## config.mk

```make
export PLATFORM = sky130hd
export DESIGN_NAME = har_nn_driver_flat
export DESIGN_NICKNAME = d
export VERILOG_FILES = /design/src/rtl/har_nn_driver_pkg.sv /design/src/rtl/har_nn_driver_if.sv /design/src/rtl/har_nn_driver_timeout_cnt.sv /design/src/rtl/har_nn_driver.sv /design/src/flat_wrapper.sv
export SDC_FILE = /design/constraint.sdc
export NUM_CORES = 1
export LEC_CHECK = 0
export CORE_AREA = 2 2 217 219
export DETAILED_ROUTE_END_ITERATION = 8
export DIE_AREA = 0 0 219 221
export PLACE_DENSITY = 0.61
export SYNTH_ARGS = -nofsm -noshare
export SYNTH_HDL_FRONTEND = slang
export SYNTH_HIERARCHICAL = 1
export SYNTH_SLANG_ARGS = --single-unit
```

## constraint.sdc

```tcl
create_clock -name clk -period 2.3 [get_ports clk]
set_input_delay 0.575 -clock clk [delete_from_list [all_inputs] [get_ports clk]]
set_output_delay 0.575 -clock clk [all_outputs]
set_load 0.05 [all_outputs]
```

## src/rtl/har_nn_driver_pkg.sv

```systemverilog
// Shared types and default widths for the HAR neural-network port driver.
// The topNN integration imports the same package.
package har_nn_pkg;

  localparam int unsigned NN_IN_WIDTH     = 16;
  localparam int unsigned NN_WEIGHT_WIDTH = 16;
  localparam int unsigned NN_NUM_WEIGHTS  = 563;
  localparam int unsigned NN_TIMEOUT      = 4096;
  localparam int unsigned NN_FEAT_W       = (NN_IN_WIDTH - 1) * NN_WEIGHT_WIDTH;
  localparam int unsigned NN_RES_MAX_W    = 16;
  localparam int unsigned NN_RES_IDX_W    = 3;

  typedef enum logic [2:0] {
    ST_IDLE     = 3'd0,
    ST_LOAD_W   = 3'd1,
    ST_READY    = 3'd2,
    ST_SEND_F   = 3'd3,
    ST_WAIT_RES = 3'd4,
    ST_HOLD_RES = 3'd5
  } nn_state_t;

  typedef struct packed {
    logic [NN_RES_MAX_W-1:0] value;
    logic [NN_RES_IDX_W-1:0] index;
  } nn_result_t;

endpackage

```

## src/rtl/har_nn_driver_if.sv

```systemverilog
// Host-to-NN port bundle: weight/feature beats out, flow control and result in.
interface har_nn_driver_if
  import har_nn_pkg::*;
#(
  parameter int unsigned FEAT_W = NN_FEAT_W,
  parameter int unsigned WGT_W  = NN_WEIGHT_WIDTH
) ();

  logic [WGT_W-1:0]        weight;
  logic                    weight_valid_NN;
  logic [FEAT_W-1:0]       feature;
  logic                    feature_valid_NN;
  logic                    NN_busy;
  logic                    waiting_weight_NN;
  logic                    output_valid_NN;
  logic [NN_RES_MAX_W-1:0] max_out_NN;
  logic [NN_RES_IDX_W-1:0] maxindex_out_NN;

  modport master (
    output weight, weight_valid_NN, feature, feature_valid_NN,
    input  NN_busy, waiting_weight_NN, output_valid_NN, max_out_NN, maxindex_out_NN
  );

  modport slave (
    input  weight, weight_valid_NN, feature, feature_valid_NN,
    output NN_busy, waiting_weight_NN, output_valid_NN, max_out_NN, maxindex_out_NN
  );

endinterface

```

## src/rtl/har_nn_driver_timeout_cnt.sv

```systemverilog
// Inference watchdog: cleared by load, counts while enabled, saturates at TIMEOUT-1.
module har_nn_timeout_cnt #(
  parameter int unsigned TIMEOUT = 4096
) (
  input  logic clk,
  input  logic reset,
  input  logic load,
  input  logic en,
  output logic expired_c
);

  localparam int unsigned CNT_W = (TIMEOUT > 1) ? $clog2(TIMEOUT) : 1;

  logic [CNT_W-1:0] cnt;

  assign expired_c = (cnt == CNT_W'(TIMEOUT - 1));

  always_ff @(posedge clk or negedge reset) begin
    if (!reset) begin
      cnt <= '0;
    end else if (load) begin
      cnt <= '0;
    end else if (en && !expired_c) begin
      cnt <= cnt + CNT_W'(1);
    end
  end

endmodule

```

## src/rtl/har_nn_driver.sv

```systemverilog
// Sequencer driving the HAR NN port: streams the weight load, issues feature
// vectors one at a time and holds each (max, argmax) result for the consumer.
module har_nn_driver
  import har_nn_pkg::*;
#(
  parameter int unsigned inWidth     = NN_IN_WIDTH,
  parameter int unsigned weightWidth = NN_WEIGHT_WIDTH,
  parameter int unsigned NUM_WEIGHTS = NN_NUM_WEIGHTS,
  parameter int unsigned TIMEOUT     = NN_TIMEOUT
) (
  input  logic                              clk,
  input  logic                              reset,
  input  logic                              load_start,
  input  logic [weightWidth-1:0]            w_in_data,
  input  logic                              w_in_valid,
  output logic                              w_in_ready,
  input  logic [(inWidth-1)*weightWidth-1:0] feat_in_data,
  input  logic                              feat_in_valid,
  output logic                              feat_in_ready,
  har_nn_driver_if.master                   nn,
  output logic [NN_RES_MAX_W-1:0]           result_max,
  output logic [NN_RES_IDX_W-1:0]           result_index,
  output logic                              result_valid,
  input  logic                              result_ready,
  output logic                              weights_loaded,
  output logic                              timeout_err
);

  localparam int unsigned WCNT_W = $clog2(NUM_WEIGHTS + 1);
  localparam int unsigned FEAT_W = (inWidth - 1) * weightWidth;

  nn_state_t          state, state_nx;
  logic [WCNT_W-1:0]  wcnt;
  logic               load_pend;
  logic               start_load;
  logic               w_hs, f_hs, last_w, res_cap, tmo_exp_c;
  logic [weightWidth-1:0] weight_q;
  logic               weight_valid_q;
  logic [FEAT_W-1:0]  feature_q;
  logic               feature_valid_q;
  nn_result_t         result_q;

  assign w_hs    = w_in_valid && w_in_ready;
  assign f_hs    = feat_in_valid && feat_in_ready;
  assign last_w  = w_hs && (wcnt == WCNT_W'(NUM_WEIGHTS - 1));
  assign res_cap = (state == ST_WAIT_RES) && nn.output_valid_NN;

  // State register
  always_ff @(posedge clk or negedge reset) begin
    if (!reset) state <= ST_IDLE;
    else        state <= state_nx;
  end

  // Next-state logic; a (re)load request pre-empts everything it is allowed to
  always_comb begin
    state_nx = state;
    if (start_load) begin
      state_nx = ST_LOAD_W;
    end else begin
      case (state)
        ST_IDLE:     state_nx = ST_IDLE;
        ST_LOAD_W:   if (last_w) state_nx = ST_READY;
        ST_READY:    if (f_hs) state_nx = ST_SEND_F;
        ST_SEND_F:   state_nx = ST_WAIT_RES;
        ST_WAIT_RES: begin
          if (nn.output_valid_NN) state_nx = ST_HOLD_RES;
          else if (tmo_exp_c)     state_nx = ST_READY;
        end
        ST_HOLD_RES: if (result_ready) state_nx = ST_READY;
        default:     state_nx = ST_IDLE;
      endcase
    end
  end

  // Upstream readies and load request; load_start masks readies so no beat is lost
  always_comb begin
    w_in_ready    = 1'b0;
    feat_in_ready = 1'b0;
    start_load    = load_start;
    if (state == ST_HOLD_RES) start_load = result_ready && (load_pend || load_start);
    if (state == ST_LOAD_W)   w_in_ready = nn.waiting_weight_NN && !load_start;
    if (state == ST_READY)
      feat_in_ready = !nn.NN_busy && !nn.waiting_weight_NN && !load_start;
  end

  // Registered datapath and status
  always_ff @(posedge clk or negedge reset) begin
    if (!reset) begin
      wcnt            <= '0;
      load_pend       <= 1'b0;
      weight_q        <= '0;
      weight_valid_q  <= 1'b0;
      feature_q       <= '0;
      feature_valid_q <= 1'b0;
      result_q        <= '0;
      result_valid    <= 1'b0;
      weights_loaded  <= 1'b0;
      timeout_err     <= 1'b0;
    end else begin
      weight_valid_q  <= w_hs;
      feature_valid_q <= f_hs;
      result_valid    <= (state_nx == ST_HOLD_RES);
      if (w_hs) weight_q  <= w_in_data;
      if (f_hs) feature_q <= feat_in_data;
      if (res_cap) begin
        result_q.value <= nn.max_out_NN;
        result_q.index <= nn.maxindex_out_NN;
      end
      if (start_load)                              load_pend <= 1'b0;
      else if (state == ST_HOLD_RES && load_start) load_pend <= 1'b1;
      if (start_load) wcnt <= '0;
      else if (w_hs)  wcnt <= wcnt + WCNT_W'(1);
      if (start_load)  weights_loaded <= 1'b0;
      else if (last_w) weights_loaded <= 1'b1;
      if (start_load) timeout_err <= 1'b0;
      else if (state == ST_WAIT_RES && !nn.output_valid_NN && tmo_exp_c) timeout_err <= 1'b1;
    end
  end

  har_nn_timeout_cnt #(.TIMEOUT(TIMEOUT)) u_tmo (
    .clk       (clk),
    .reset     (reset),
    .load      (state == ST_SEND_F),
    .en        (state == ST_WAIT_RES),
    .expired_c (tmo_exp_c)
  );

  assign nn.weight           = weight_q;
  assign nn.weight_valid_NN  = weight_valid_q;
  assign nn.feature          = feature_q;
  assign nn.feature_valid_NN = feature_valid_q;
  assign result_max          = result_q.value;
  assign result_index        = result_q.index;

endmodule
```

## src/flat_wrapper.sv

```systemverilog
// flat-port wrapper written by rule: the top's interface ports become plain ports
module har_nn_driver_flat import har_nn_pkg::*;
#(
  parameter int unsigned inWidth     = NN_IN_WIDTH,
  parameter int unsigned weightWidth = NN_WEIGHT_WIDTH,
  parameter int unsigned NUM_WEIGHTS = NN_NUM_WEIGHTS,
  parameter int unsigned TIMEOUT     = NN_TIMEOUT
)
  (clk, reset, load_start, w_in_data, w_in_valid, w_in_ready, feat_in_data, feat_in_valid, feat_in_ready, result_max, result_index, result_valid, result_ready, weights_loaded, timeout_err, nn_weight, nn_weight_valid_NN, nn_feature, nn_feature_valid_NN, nn_NN_busy, nn_waiting_weight_NN, nn_output_valid_NN, nn_max_out_NN, nn_maxindex_out_NN);
  har_nn_driver_if nn_i ();
  input  logic clk;
  input  logic reset;
  input  logic load_start;
  input  logic [weightWidth-1:0] w_in_data;
  input  logic w_in_valid;
  output logic w_in_ready;
  input  logic [(inWidth-1)*weightWidth-1:0] feat_in_data;
  input  logic feat_in_valid;
  output logic feat_in_ready;
  output logic [NN_RES_MAX_W-1:0] result_max;
  output logic [NN_RES_IDX_W-1:0] result_index;
  output logic result_valid;
  input  logic result_ready;
  output logic weights_loaded;
  output logic timeout_err;
  output wire logic [$bits(nn_i.weight)-1:0] nn_weight;
  output wire logic [$bits(nn_i.weight_valid_NN)-1:0] nn_weight_valid_NN;
  output wire logic [$bits(nn_i.feature)-1:0] nn_feature;
  output wire logic [$bits(nn_i.feature_valid_NN)-1:0] nn_feature_valid_NN;
  input wire logic [$bits(nn_i.NN_busy)-1:0] nn_NN_busy;
  input wire logic [$bits(nn_i.waiting_weight_NN)-1:0] nn_waiting_weight_NN;
  input wire logic [$bits(nn_i.output_valid_NN)-1:0] nn_output_valid_NN;
  input wire logic [$bits(nn_i.max_out_NN)-1:0] nn_max_out_NN;
  input wire logic [$bits(nn_i.maxindex_out_NN)-1:0] nn_maxindex_out_NN;
  assign nn_weight = nn_i.weight;
  assign nn_weight_valid_NN = nn_i.weight_valid_NN;
  assign nn_feature = nn_i.feature;
  assign nn_feature_valid_NN = nn_i.feature_valid_NN;
  assign nn_i.NN_busy = nn_NN_busy;
  assign nn_i.waiting_weight_NN = nn_waiting_weight_NN;
  assign nn_i.output_valid_NN = nn_output_valid_NN;
  assign nn_i.max_out_NN = nn_max_out_NN;
  assign nn_i.maxindex_out_NN = nn_maxindex_out_NN;
  har_nn_driver #(.inWidth(inWidth), .weightWidth(weightWidth), .NUM_WEIGHTS(NUM_WEIGHTS), .TIMEOUT(TIMEOUT)) u_core (.clk(clk), .reset(reset), .load_start(load_start), .w_in_data(w_in_data), .w_in_valid(w_in_valid), .w_in_ready(w_in_ready), .feat_in_data(feat_in_data), .feat_in_valid(feat_in_valid), .feat_in_ready(feat_in_ready), .nn(nn_i), .result_max(result_max), .result_index(result_index), .result_valid(result_valid), .result_ready(result_ready), .weights_loaded(weights_loaded), .timeout_err(timeout_err));
endmodule
```

Yosys cells after proc, flatten, opt, wreduce, memory -nomap -nowiden
Cells that the tools add are included.
Widths: inputs -> output; s select.
{ "word_totals": {"ff_bits": 306, "input_bits": 284, "out_inout_bits": 282, "wordCells": 66} }
{ "classes": {"n_addsub": 2, "eq_ne": 8, "n_mux": 20, "n_reduce_logical": 23} }
{ "op_table": {"columns": ["op", "n"], "rows": [
  ["$mux 12", 2],
  ["$mux 10", 2],
  ["$mux 3", 6],
  ["$pmux 3 s5", 1],
  ["$add 12x1->12 const B", 1],
  ["$eq 12x12->1 const B", 1],
  ["$logic_and 1x1->1", 12],
  ["$add 10x1->10 const B", 1],
  ["$eq 10x10->1 const B", 1],
  ["$reduce_bool 2->1", 5],
  ["$eq 3x3->1 const B", 3],
  ["$mux 1", 9],
  ["$eq 3x2->1 const B", 2],
  ["$logic_not 1->1", 5],
  ["$eq 3x1->1 const B", 1],
  ["$logic_or 1x1->1", 1]
]} }

Logic depth before layout (Yosys ltp)
Gate-level depths: netlist of run 1.
{ "depth": {"depth_word": 9, "mapped_depth": 8, "mapped_depth_nobuf": 7} }

Cells and area by module
Netlist of run 1, hierarchy kept.
{ "by_module_without_submodules": {"columns": ["module", "n_inst", "cells_per_inst", "area_per_inst_um2", "seq_area_each_um2"], "rows": [
  ["har_nn_driver", 1, 689, 11893.9, 7357.1],
  ["har_nn_timeout_cnt", 1, 67, 661.9, 300.3]
]} }

Worst setup path before layout of run 1
Ideal clock, no wire load.
{ "synth_timing": {"path_type": "input-to-reg", "start": "in nn_waiting_weight_NN", "end": "reg u_core.feature_q[100] (netlist: u_core/nn.feature[100])", "setup_time_ps": 125, "arrival_ps": 2742, "t_required_ps": 2175, "setup_slack_ps": -567, "path_stages": 7, "n_path_buf": 3, "cell_sequence": "or4b_1 nor3_2 and2_1 buf_6 buf_12 buf_12 mux2_4"} }
{ "synth_via": {"elab_chain_cells": 5} }
{ "synth_rtl": {"columns": ["element", "line", "text"], "rows": [
  ["start: declaration", "flat_wrapper.sv:31", "input wire logic [$bits(nn_i.waiting_weight_NN)-1:0] nn_waiting_weight_NN;"],
  ["$logic_not 1->1", "har_nn_driver.sv:83", "feat_in_ready = !nn.NN_busy && !nn.waiting_weight_NN && !load_start;"],
  ["$logic_and 1x1->1 (2 in series)", "har_nn_driver.sv:83", null],
  ["$mux 1", "har_nn_driver.sv:82", "if (state == ST_READY)"],
  ["via feat_in_ready", "flat_wrapper.sv:19", "output logic feat_in_ready;"],
  ["$logic_and 1x1->1", "har_nn_driver.sv:44", "assign f_hs = feat_in_valid && feat_in_ready;"],
  ["end signal: assignment", "har_nn_driver.sv:104", "if (f_hs) feature_q <= feat_in_data;"],
  ["end: declaration", "har_nn_driver.sv:39", "logic [FEAT_W-1:0] feature_q;"]
]} }
The timed path passes the listed nets, and every way through them passes these cells.
A chain may end at the register's enable or synchronous reset.

Worst setup path in the final report of run 1
{ "layout_timing": {"start": "reg u_core.state[0]", "end": "out feat_in_ready"} }
{ "layout_via": {"elab_chain_cells": 2} }
{ "layout_rtl": {"columns": ["element", "line", "text"], "rows": [
  ["start: declaration", "har_nn_driver.sv:32", "nn_state_t state, state_nx;"],
  ["start signal: assignment", "har_nn_driver.sv:51", "else state <= state_nx;"],
  ["$eq 3x2->1", "har_nn_driver.sv:82", null],
  ["$mux 1", "har_nn_driver.sv:82", null],
  ["end: declaration", "flat_wrapper.sv:19", null]
]} }
Every way passes these cells.

==> results of run 1 <==
registers in the layout, summed over array words and instances, names as in the netlist:
register and flops:
u_core/nn.feature_valid_NN 1, u_core/nn.weight_valid_NN 1, u_core/weights_loaded 1, u_core/result_max 16
u_core/result_index 3, u_core/nn.feature 240, u_core/result_valid 1, u_core/state 3
u_core/u_tmo/cnt 12, u_core/load_pend 1, u_core/timeout_err 1, u_core/wcnt 10
u_core/nn.weight 16
power by group through the flow:
stage / sequential [µW] / combinational [µW] / clock, µW
2_1_floorplan: 5890 / 106 / 0
3_3_place_gp: 5610 / 1230 / 0
3_5_place_dp: 5610 / 1230 / 0
4_1_cts: 5510 / 1200 / 6230
5_1_grt: 5520 / 1250 / 6470
6_report: 5510 / 1180 / 6000
how the worst max path moves through the flow:
| stage | depth (start not counted) | slack, ps | start | end |
|---|---|---|---|---|
| 2_1_floorplan | 7 | -320 | nn_waiting_weight_NN | u_core/nn.feature[100] |
| 3_3_place_gp | 7 | -460 | nn_waiting_weight_NN | u_core/nn.feature[187] |
| 3_5_place_dp | 7 | -510 | nn_waiting_weight_NN | u_core/nn.feature[156] |
| 4_1_cts | 4 | -200 | u_core/state[0] | feat_in_ready |
| 5_1_grt | 4 | -170 | u_core/state[0] | feat_in_ready |
| 6_report | 4 | -100 | u_core/state[0] | feat_in_ready |
what timing repair did:
| action | 4_1_cts | 5_1_grt |
|---|---|---|
| gates resized for setup | 251 | 30 |
| gates cloned | 0 | 0 |
| setup endpoints to repair | 246 | 31 |
| pin swaps | 3 | 3 |
| hold endpoints to repair | 27 | 0 |
| setup buffers | 1 | 5 |
| hold buffers | 1 | 0 |
stage by stage:
step	cell area [µm²]	cells	power [µW]	util [%]
after floorplan	12640	756	5998	-
after global placement	19150	1948	6837	41.58
after CTS	20140	2018	12940	43.72
after detailed placement	19150	1948	6844	41.58
final	20250	2024	12690	43.96
after global routing	20250	2024	13240	43.96
cells by family after synthesis:
logic type | synth area share (%)
AND/OR/NAND/NOR | 3.837
AO/OA/AOI/OAI | 2.242
buffers and inverters | 4.225
XOR/XNOR | 0.2791
flip-flops | 60.99
multiplexers | 28.13
adder cells (fa/ha/maj) | 0.2990
Yosys cell counts, drive strengths merged (3+ instances only):
master / instances
nor3: 6
or3: 8
inv: 5
o21ai: 13
and4: 3
nand4: 5
ha: 3
a211oi: 3
o41ai: 4
mux2: 275
nor2: 19
mux2i: 6
a21oi: 11
nand3: 5
clkbuf: 4
and2: 7
nor4: 3
buf: 32
nand2: 8
dfrtp: 306
nor2b: 3
area by class of cell:
cell class	count	share of cell area, %
inverter	5	0.09268
clock inverter	15	0.8156
clock buffer	53	5.425
antenna	2	0.02471
multi-input combinational	409	22.04
sequential	306	37.82
timing repair buffer	627	30.03
tap	607	3.750
per-layer routing:
layer / track usage (%) / share of wire [%]
met1: 17.95 / 40
met2: 25.75 / 49
met3: 5.141 / 9.1
met4: 4.599 / 2.1
met5: 0 / 0.035
worst max-delay path: cells and delay by family, from the launching register on:
kind,cells,cell delay (ps)
flip-flops,1,390
buffers and inverters,2,250
AND/OR/NAND/NOR,2,650
==> impl_results.md, run 1 <==
- Placer Congestion: between 0.7 and 0.8
- WHS Endpoint: u_core/nn.feature[148]
- Clock share of power: a little under half
- Tightest Pin Transition: approximately 570 ps
- Crit Path Category: reg -> out
- WP data required: about 1700 ps
- Critical path arrival: between 1500 and 2000 ps
- Pint: slightly below 10000 µW
- Num CTS Buffers: 37
- Sw power: just under 3000 µW
- Vias in the first global route: just over 9000
- PD cells: 626.7 nW/µm²
- Final Cycle Share: 104.2%
- Combinational group share of total power: 9.3%
- Synth Flop Type: dfrtp_1
- Final worst slack: -96.28 ps
- Register area: 7659 µm²
- Synth cell types: between 50 and 60
- Top cell type's share of synthesized area: 60.99%
- Startpoint types: flop
- Max Freq: 417.3 MHz
- Clk Latency, worst-skew pair: between 500 and 600 ps
- Fin nets: roughly 1700
- Fin. Hold Viols: 0
- Drt wl/cell: 18.60 µm
- Commonest non-fill, non-tap cell in the layout: dfrtp_1
- GRT Total Usage: between 10% and 20%
- Mapped Area: about 13000 µm²
- Setup WS pre-CTS: -511.5 ps
- Flops & latches, synth: 306
- Hold crit path type: reg -> reg
- Crit-path max FO: 2
- Fraction of layout cells with a size suffix above 1: about a quarter
- Most frequent cells in the layout: dfrtp_1, clkdlybuf4s50_1, dlygate4sd2_1, mux2_4, mux2_2
- EDFF count, synth: 0
- Die Height: 221 µm
- DIE AREA: slightly below 50000 µm²
- Clk buf depth: 3
- Congestion Overflow GR: 0
- Initial antenna violation count: 3
- Total negative slack: -96.28 ps
- Net Sw Frac: a little under a quarter
- Antenna Violating Nets Remaining: 0
- Status: finished, violations left
- Final setup viols: 1
- Synthesized netlist cell count: roughly 760
- RR Startpoint: u_core/state[0]
- Worst VDD drop: between 0.0006 and 0.0007 V
- Max Cap Viol: 0
- Vias: slightly below 9000
- I/O Pins: between 500 and 600
- CTS H-tree lvls: 2
- Drt pass-1 iters: 4
- Syn avg cell area: about 17 µm²
- Starting Density: between 20% and 30%
- Post-Route WL: approximately 38000 µm
- Synth area leader: dfrtp_1
- Crit path cell chain: or4b_4, nor3_4, buf_6, buf_12
- Largest net degree at the start of global routing: 85
- DP HPWL: about 28000 µm
- Worst clock skew: between 10 and 15 ps
- # DRC: 0
- Slowest stage delay, CP: ~500 ps
- Crit end category: output pin
- Yosys warnings: 6
- WHS: around 480 ps
- Max_slew headroom: 62.18%
- Min-delay src: u_core/nn.feature[148]
- DR iter-0 viols: between 300 and 400
- Total clock sinks: around 310
- Combined area of the multi-input logic cells: between 4000 and 5000 µm²
- Row count: 79
- Clock Tree Root: clkbuf_16
- Post-synth net total: roughly 1000
- Post-synth ARST share: 100.0%
- Die X: ~220 µm
- Core area: around 46000 µm²
- Port Buf Inserts: around 570
- CTS clk-pin slew, worst paths: about 60 ps
- P&R area growth vs syn: 61.29%
- Final critical-path required period: 2396 ps
- Largest cells by area after synthesis: dfrtp_1, mux2_4, mux2_1, mux2_2, buf_12
- Fillers: 4303
- R2r setup slk: 180 ps
- Failing checks: negative setup slack
- Vias/cell: between 4 and 5
- Sequential cell fraction of total power: between 40 and 50%
- Worst r2r path cells: 6
- Hold depth: 1
- Leakage: between 0.01 and 0.015 µW
- Max stage delay cell, worst path: or4b_4
- First-pass GRT wire length: 56770 µm
- RSZ-0062 raised after global routing: yes
- Max-slew violations: 0
- Critical R2R Capture: u_core/nn.feature[187]
- TritonCTS clock tree: done
- Seq/Total Area, Yosys: between 60 and 70%
No activity file was read; power rests on OpenSTA's default activity.
==> run 2, diff against run 1 <==
Settings changed: GPL_ROUTABILITY_DRIVEN set to 0, GPL_TIMING_DRIVEN set to 0.
==> run 2 against run 1 <==
Effect of this change: the run still ends with negative setup slack left; clock power is 3.5% lower; die area stayed put; combinational power hardly changed; utilization is 2.3 points higher; total power is 1.8% lower; fmax is 0.78% higher; sequential share of layout area is 1.8 points lower; critical path type is now reg -> reg; critical endpoint is now u_core/nn.feature[44]; largest cell class unchanged; largest power group unchanged.
==> impl_results.md, run 2 (synthesized netlist as in run 1, its figures left out) <==
- Antenna Violating Nets Remaining: 0 (unchanged)
- Register area: 7659 µm² (unchanged)
- Startpoint types: flop
- Clk buf depth: 3 (unchanged)
- Num CTS Buffers: 38 (+2.7%)
- Max-slew violations: 0 (unchanged)
- Placed cell count: 1930 (-0.92%)
- Crit end category: flop
- Vias in the first global route: 9347 (+0.15%)
- Final critical-path required period: 2378 ps (-18.45 ps)
- DIE AREA: 48400 µm² (unchanged)
- Port Buf Inserts: 565 (unchanged)
- Fin. Hold Viols: 0 (unchanged)
- Setup WS pre-CTS: -957.0 ps (-445.5 ps)
- Max reg flops: 240 (unchanged)
- Slowest stage delay, CP: 470 ps (-30 ps)
- Combinational group share of total power: 9.3% (about the same)
- Max Freq: 420.6 MHz (+0.78%)
- DP HPWL: 28110 µm (-0.88%)
- Clk Latency, worst-skew pair: 540 ps (about the same)
- DR iter-0 viols: 410 (+20%)
- Final worst slack: -77.83 ps (+18.45 ps)
- Drt pass-1 iters: 4 (unchanged)
- # DRC: 0 (unchanged)
- Row count: 79 (unchanged)
- PD cells: 585.2 nW/µm² (-6.6%)
- Fraction of layout cells with a size suffix above 1: 29.61% (+5.0 points)
- Starting Density: 27.26% (unchanged)
- Max_slew headroom: 55.15% (-7.0 points)
- Crit Path Category: reg -> reg
- CP dominant cell by count: buf_12
- Leakage: 0.01135 µW (+3.7%)
- Combined area of the multi-input logic cells: 4756 µm² (+6.6%)
- Power, Total: 12460 µW (-1.8%)
- Drt wl/cell: 19.68 µm (+5.8%)
- Core area: 46060 µm² (unchanged)
- Crit-path max FO: 9 (+7)
- TritonCTS clock tree: done
- Core Util, Final: 46.22% (+2.3 points)
- Post-Route WL: 40000 µm (+6.2%)
- Largest net degree at the start of global routing: 116 (+36%)
- Commonest non-fill, non-tap cell in the layout: dfrtp_1
- Most frequent cells in the layout: dfrtp_1, clkdlybuf4s50_1, dlygate4sd2_1, mux2_4, mux2_2
- Vias: 8805 (+0.94%)
- Clock share of power: 46.4% (-0.9 points)
- Worst clock skew: 10.66 ps (+0.1174 ps)
- Critical path arrival: 2790 ps (+970 ps)
- Final setup viols: 132 (+131)
- CTS H-tree lvls: 2 (unchanged)
- CTS clk-pin slew, worst paths: 60 ps (about the same)
- P&R area growth vs syn: 69.58%
- RSZ-0062 raised after global routing: yes
- Status: finished, violations left
- Worst VDD drop: 0.0005709 V (-7.4%)
- Clock Tree Root: clkbuf_16
- Failing checks: negative setup slack
- Total clock sinks: 306 (unchanged)
- Finished Layout Cells: 2033 (+0.44%)
- GRT Total Usage: 15.24% (+0.10 points)
- Die X: 219 µm (unchanged)
- Hold crit path type: in -> async
- Final Cycle Share: 103.4% (-0.80 points)
- Sw power: 2883 µW (-1.9%)
- Pint: 9577 µW (-1.8%)
- Hold_buf cts: 0 (-1)
- Worst path buffer plus inverter count: 6 (+4)
- Initial antenna violation count: 2 (-1)
- Max Cap Viol: 0 (unchanged)
- First-pass GRT wire length: 56820 µm (about the same)
- Tightest Pin Transition: 672.7 ps (+103.2 ps)
- Fin nets: 1688 (+0.90%)
- Fillers: 4147 (-3.6%)
- Max stage delay cell, worst path: or4b_4
- Top delay family on crit path: buffers and inverters
- Die Height: 221 µm (unchanged)
- Net Sw Frac: 23.14% (about the same)
- Congestion Overflow GR: 0 (unchanged)
- Crit path cell chain: buf_6, or4b_4, nor3_4, buf_4, and2_4, buf_12, buf_12, buf_16, clkbuf_16, mux2_4
- Vias/cell: 4.331 (+0.49%)
- WP data required: 2710 ps (+980 ps)
- Sequential cell fraction of total power: 44.3% (+0.9 points)
- I/O Pins: 566 (unchanged)
## run 2: cell count changes in the layout (fill, tap and decap cells not counted), sizes merged
cell,previous run,this run
clkbuf,53,81
buf,69,53
dlymetal6s2s,29,41
dlygate4sd2,247,240
clkinvlp,3,0
bufinv,3,1
clkinv,7,6
diode,2,1
dlygate4sd3,1,0
## run 2: timing repair
| item | CTS | global route |
|---|---|---|
| gates cloned | 2 | 22 |
| setup endpoints to repair | 465 | 282 |
| setup buffers | 2 | 15 |
| gates resized for setup | 264 | 143 |
| pin swaps | 0 | 5 |
## run 2: cell type report
type | instances | share of cell area, %
timing repair buffer | 608 | 29.78
inverter | 5 | 0.08815
tap | 607 | 3.567
antenna | 1 | 0.01175
clock buffer | 55 | 5.301
clock inverter | 9 | 0.3820
multi-input combinational | 409 | 22.34
sequential | 306 | 35.97
buffer | 33 | 2.562
## run 2: routing by layer
layer	GRT usage [%]	vias to the layer above	share of wire [%]
li1	-	4029	-
met1	18.06	4389	40
met2	25.84	330	49
met4	3.989	0	2.0
met3	5.718	57	9.0
met5	0	-	0
## run 2: final timing paths
path                                       start  cells after the start  slack [ps]                endpoint
max in group asynchronous                  reset                      2        1200   u_core/nn.feature[76]
setup / recovery                 u_core/state[1]                     10         -80   u_core/nn.feature[44]
min in group clk           u_core/nn.feature[15]                      1         500   u_core/nn.feature[15]
setup reg to reg                 u_core/state[1]                     10         -80   u_core/nn.feature[44]
hold / removal                             reset                      1          50  u_core/nn.feature[235]
hold reg to reg            u_core/nn.feature[15]                      1         500   u_core/nn.feature[15]
## run 2: metrics by stage
stage	instance area (µm²)	hold WS (ps)	TNS (ps)
final	21290	48.16	-7236
after CTS	20140	49.90	-7941
after global placement	19050	468.6	-4207400
after global routing	21290	71.83	-23060
after detailed placement	19110	473.7	-171990
after floorplan	12640	279.4	-71510
## run 2: power by group through the flow
stage / sequential [µW] / combinational [µW] / clock, µW
finish: 5510 / 1160 / 5790
global route: 5520 / 1240 / 6250
CTS: 5520 / 1160 / 6020
detailed placement: 5610 / 1210 / 0
global placement: 5620 / 1190 / 0
floorplan: 5890 / 106 / 0
==> run 3, diff against run 2 <==
Clock period 2.3 ns to 2.31 ns, I/O delays scaled along.
==> run 3 against run 2 <==
Effect of this change: the flow still finishes with violations (negative setup slack); clock power about the same; cell area up 2.1%; via count up 1.4%; total power down 0.25%; worst hold slack better by 4.7 ps; critical path depth unchanged; sequential share of layout area down 0.74 points.
==> impl_results.md, run 3 (synthesized netlist as in run 1, its figures left out) <==
- Status: finished, violations left
- Failing checks: negative setup slack
- Hold_buf cts: 0 (unchanged)
- Max_slew headroom: 55.05% (-0.097 points)
- Placed cell count: 1930 (unchanged)
- Max reg flops: 240 (unchanged)
- Pint: 9544 µW (-0.34%)
- Max stage delay cell, worst path: or4b_4
- DR iter-0 viols: 417 (+1.7%)
- Startpoint types: flop
- Fraction of layout cells with a size suffix above 1: 30.06% (+0.44 points)
- PD cells: 571.7 nW/µm² (-2.3%)
- TritonCTS clock tree: done
- Sw power: 2884 µW (about the same)
- Die Height: 221 µm (unchanged)
- Crit Path Category: reg -> reg
- Max-slew violations: 0 (unchanged)
- Design area: 21740 µm² (+2.1%)
- Clock share of power: 46.4% (about the same)
- Fin nets: 1697 (+0.53%)
- Worst clock skew: 11.20 ps (+0.5345 ps)
- Clk Latency, worst-skew pair: 540 ps (about the same)
- CP dominant cell by count: buf_12
- Row count: 79 (unchanged)
- Top delay family on crit path: buffers and inverters
- Finished Layout Cells: 2042 (+0.44%)
- Sequential cell fraction of total power: 44.2% (about the same)
- Worst VDD drop: 0.0005703 V (-0.10%)
- Final worst slack: -78.90 ps (-1.073 ps)
- Hold crit path type: in -> async
- Max Freq: 418.6 MHz (-0.46%)
- Clk buf depth: 3 (unchanged)
- Fin. Hold Viols: 0 (unchanged)
- Largest net degree at the start of global routing: 116 (unchanged)
- Register area: 7659 µm² (unchanged)
- DP HPWL: 28110 µm (unchanged)
- Antenna Violating Nets Remaining: 0 (unchanged)
- Port Buf Inserts: 565 (unchanged)
- Placed cell area: 19110 µm² (unchanged)
- Num CTS Buffers: 38 (unchanged)
- Final setup viols: 171 (+30%)
- Drt wl/cell: 20.16 µm (+2.5%)
- Worst r2r path cells: 10 (unchanged)
- DIE AREA: 48400 µm² (unchanged)
- P&R area growth vs syn: 73.12%
- RSZ-0062 raised after global routing: yes
- RR Startpoint: u_core/state[1]
- Leakage: 0.01190 µW (+4.9%)
- Fillers: 4068 (-1.9%)
- Die X: 219 µm (unchanged)
- Critical path arrival: 2800 ps (about the same)
- Final Cycle Share: 103.4% (about the same)
- First-pass GRT wire length: 56770 µm (about the same)
- Combinational group share of total power: 9.4% (about the same)
- Vias in the first global route: 9335 (-0.13%)
- R2r setup slk: -80 ps (about the same)
- Slowest stage delay, CP: 460 ps (about the same)
- GRT Total Usage: 15.22% (about the same)
- Core Util, Final: 47.19% (+0.97 points)
- Net Sw Frac: 23.20% (+0.064 points)
- Final critical-path required period: 2389 ps (+11.07 ps)
- Most frequent cells in the layout: dfrtp_1, clkdlybuf4s50_1, mux2_4, dlygate4sd2_1, dlymetal6s2s_1
- Post-Route WL: 41170 µm (+2.9%)
- Clock Tree Root: clkbuf_16
- Vias/cell: 4.370 (+0.90%)
- Critical R2R Capture: u_core/nn.feature[44]
- Initial antenna violation count: 2 (unchanged)
- Core area: 46060 µm² (unchanged)
- Drt pass-1 iters: 4 (unchanged)
- Total clock sinks: 306 (unchanged)
- Starting Density: 27.26% (unchanged)
- Vias: 8924 (+1.4%)
- Power, Total: 12430 µW (-0.25%)
- Crit end category: flop
- CTS H-tree lvls: 2 (unchanged)
- I/O Pins: 566 (unchanged)
- Tightest Pin Transition: 674.2 ps (+1.451 ps)
- Commonest non-fill, non-tap cell in the layout: dfrtp_1
- # DRC: 0 (unchanged)
- Crit-path max FO: 6 (-3)
- Max Cap Viol: 0 (unchanged)
- Combined area of the multi-input logic cells: 4895 µm² (+2.9%)
- Worst path buffer plus inverter count: 6 (unchanged)
- WP data required: 2720 ps (about the same)
- CTS clk-pin slew, worst paths: 60 ps (about the same)
- Congestion Overflow GR: 0 (unchanged)
- Crit path cell chain: buf_6, or4b_4, nor3_4, buf_4, and2_4, buf_12, buf_12, buf_16, clkbuf_16, mux2_4
run 3: power groups by stage:
stage                     registers, µW  logic (µW)  clock network (µW)
after floorplan                    5870         105                   0
after global placement             5590        1180                   0
after detailed placement           5590        1200                   0
after CTS                          5490        1170                5990
after global routing               5500        1240                6220
final                              5490        1170                5770
run 3: how the worst max path moves through the flow:
stage	cells past startpoint	slack (ps)	from	to
5_1_grt	4	-160	u_core/state[1]	feat_in_ready
3_3_place_gp	1	-13240	reset	u_core/nn.feature[160]
3_5_place_dp	4	-950	nn_waiting_weight_NN	feat_in_ready
6_report	10	-80	u_core/state[1]	u_core/nn.feature[44]
2_1_floorplan	7	-320	nn_waiting_weight_NN	u_core/nn.feature[100]
4_1_cts	3	-170	u_core/state[0]	feat_in_ready
run 3: area by class of cell:
type / instances / share of cell area [%]
clock buffer: 55 / 5.192
timing repair buffer: 616 / 30.51
clock inverter: 9 / 0.3741
antenna: 1 / 0.01151
inverter: 5 / 0.08634
multi-input combinational: 409 / 22.52
buffer: 34 / 2.579
tap: 607 / 3.494
sequential: 306 / 35.23
run 3: repair_timing:
| item | in CTS | in global routing |
|---|---|---|
| pin swaps | 0 | 5 |
| endpoints found under the setup margin | 424 | 316 |
| cloned | 2 | 28 |
| setup buffers | 2 | 17 |
| gates resized for setup | 229 | 219 |
run 3: stage by stage:
step           setup WS, ps  setup TNS [ps]  hold slack, ps
3_5_place_dp         -952.0         -169870           473.7
2_1_floorplan        -316.9          -69710           281.9
5_1_grt              -158.2          -23780           74.33
6_report             -78.90           -7402           52.84
4_1_cts              -170.1           -6908           52.40
3_3_place_gp         -13240        -4202990           468.6
run 3: layer usage:
layer | wire, µm | GRT usage (%) | up-vias
met1 | 16370 | 18.05 | 4486
met3 | 3709 | 5.746 | 58
met2 | 20260 | 25.79 | 342
met4 | 837 | 3.989 | 0
met5 | 0 | 0 | -
li1 | - | - | 4038
run 3: worst reg2reg max path, cell delays in order, from the launching register on:
cell	delay, ps
dfrtp_1	340
buf_6	110
or4b_4	470
nor3_4	160
buf_4	140
and2_4	170
buf_12	160
buf_12	130
buf_16	140
clkbuf_16	160
mux2_4	300
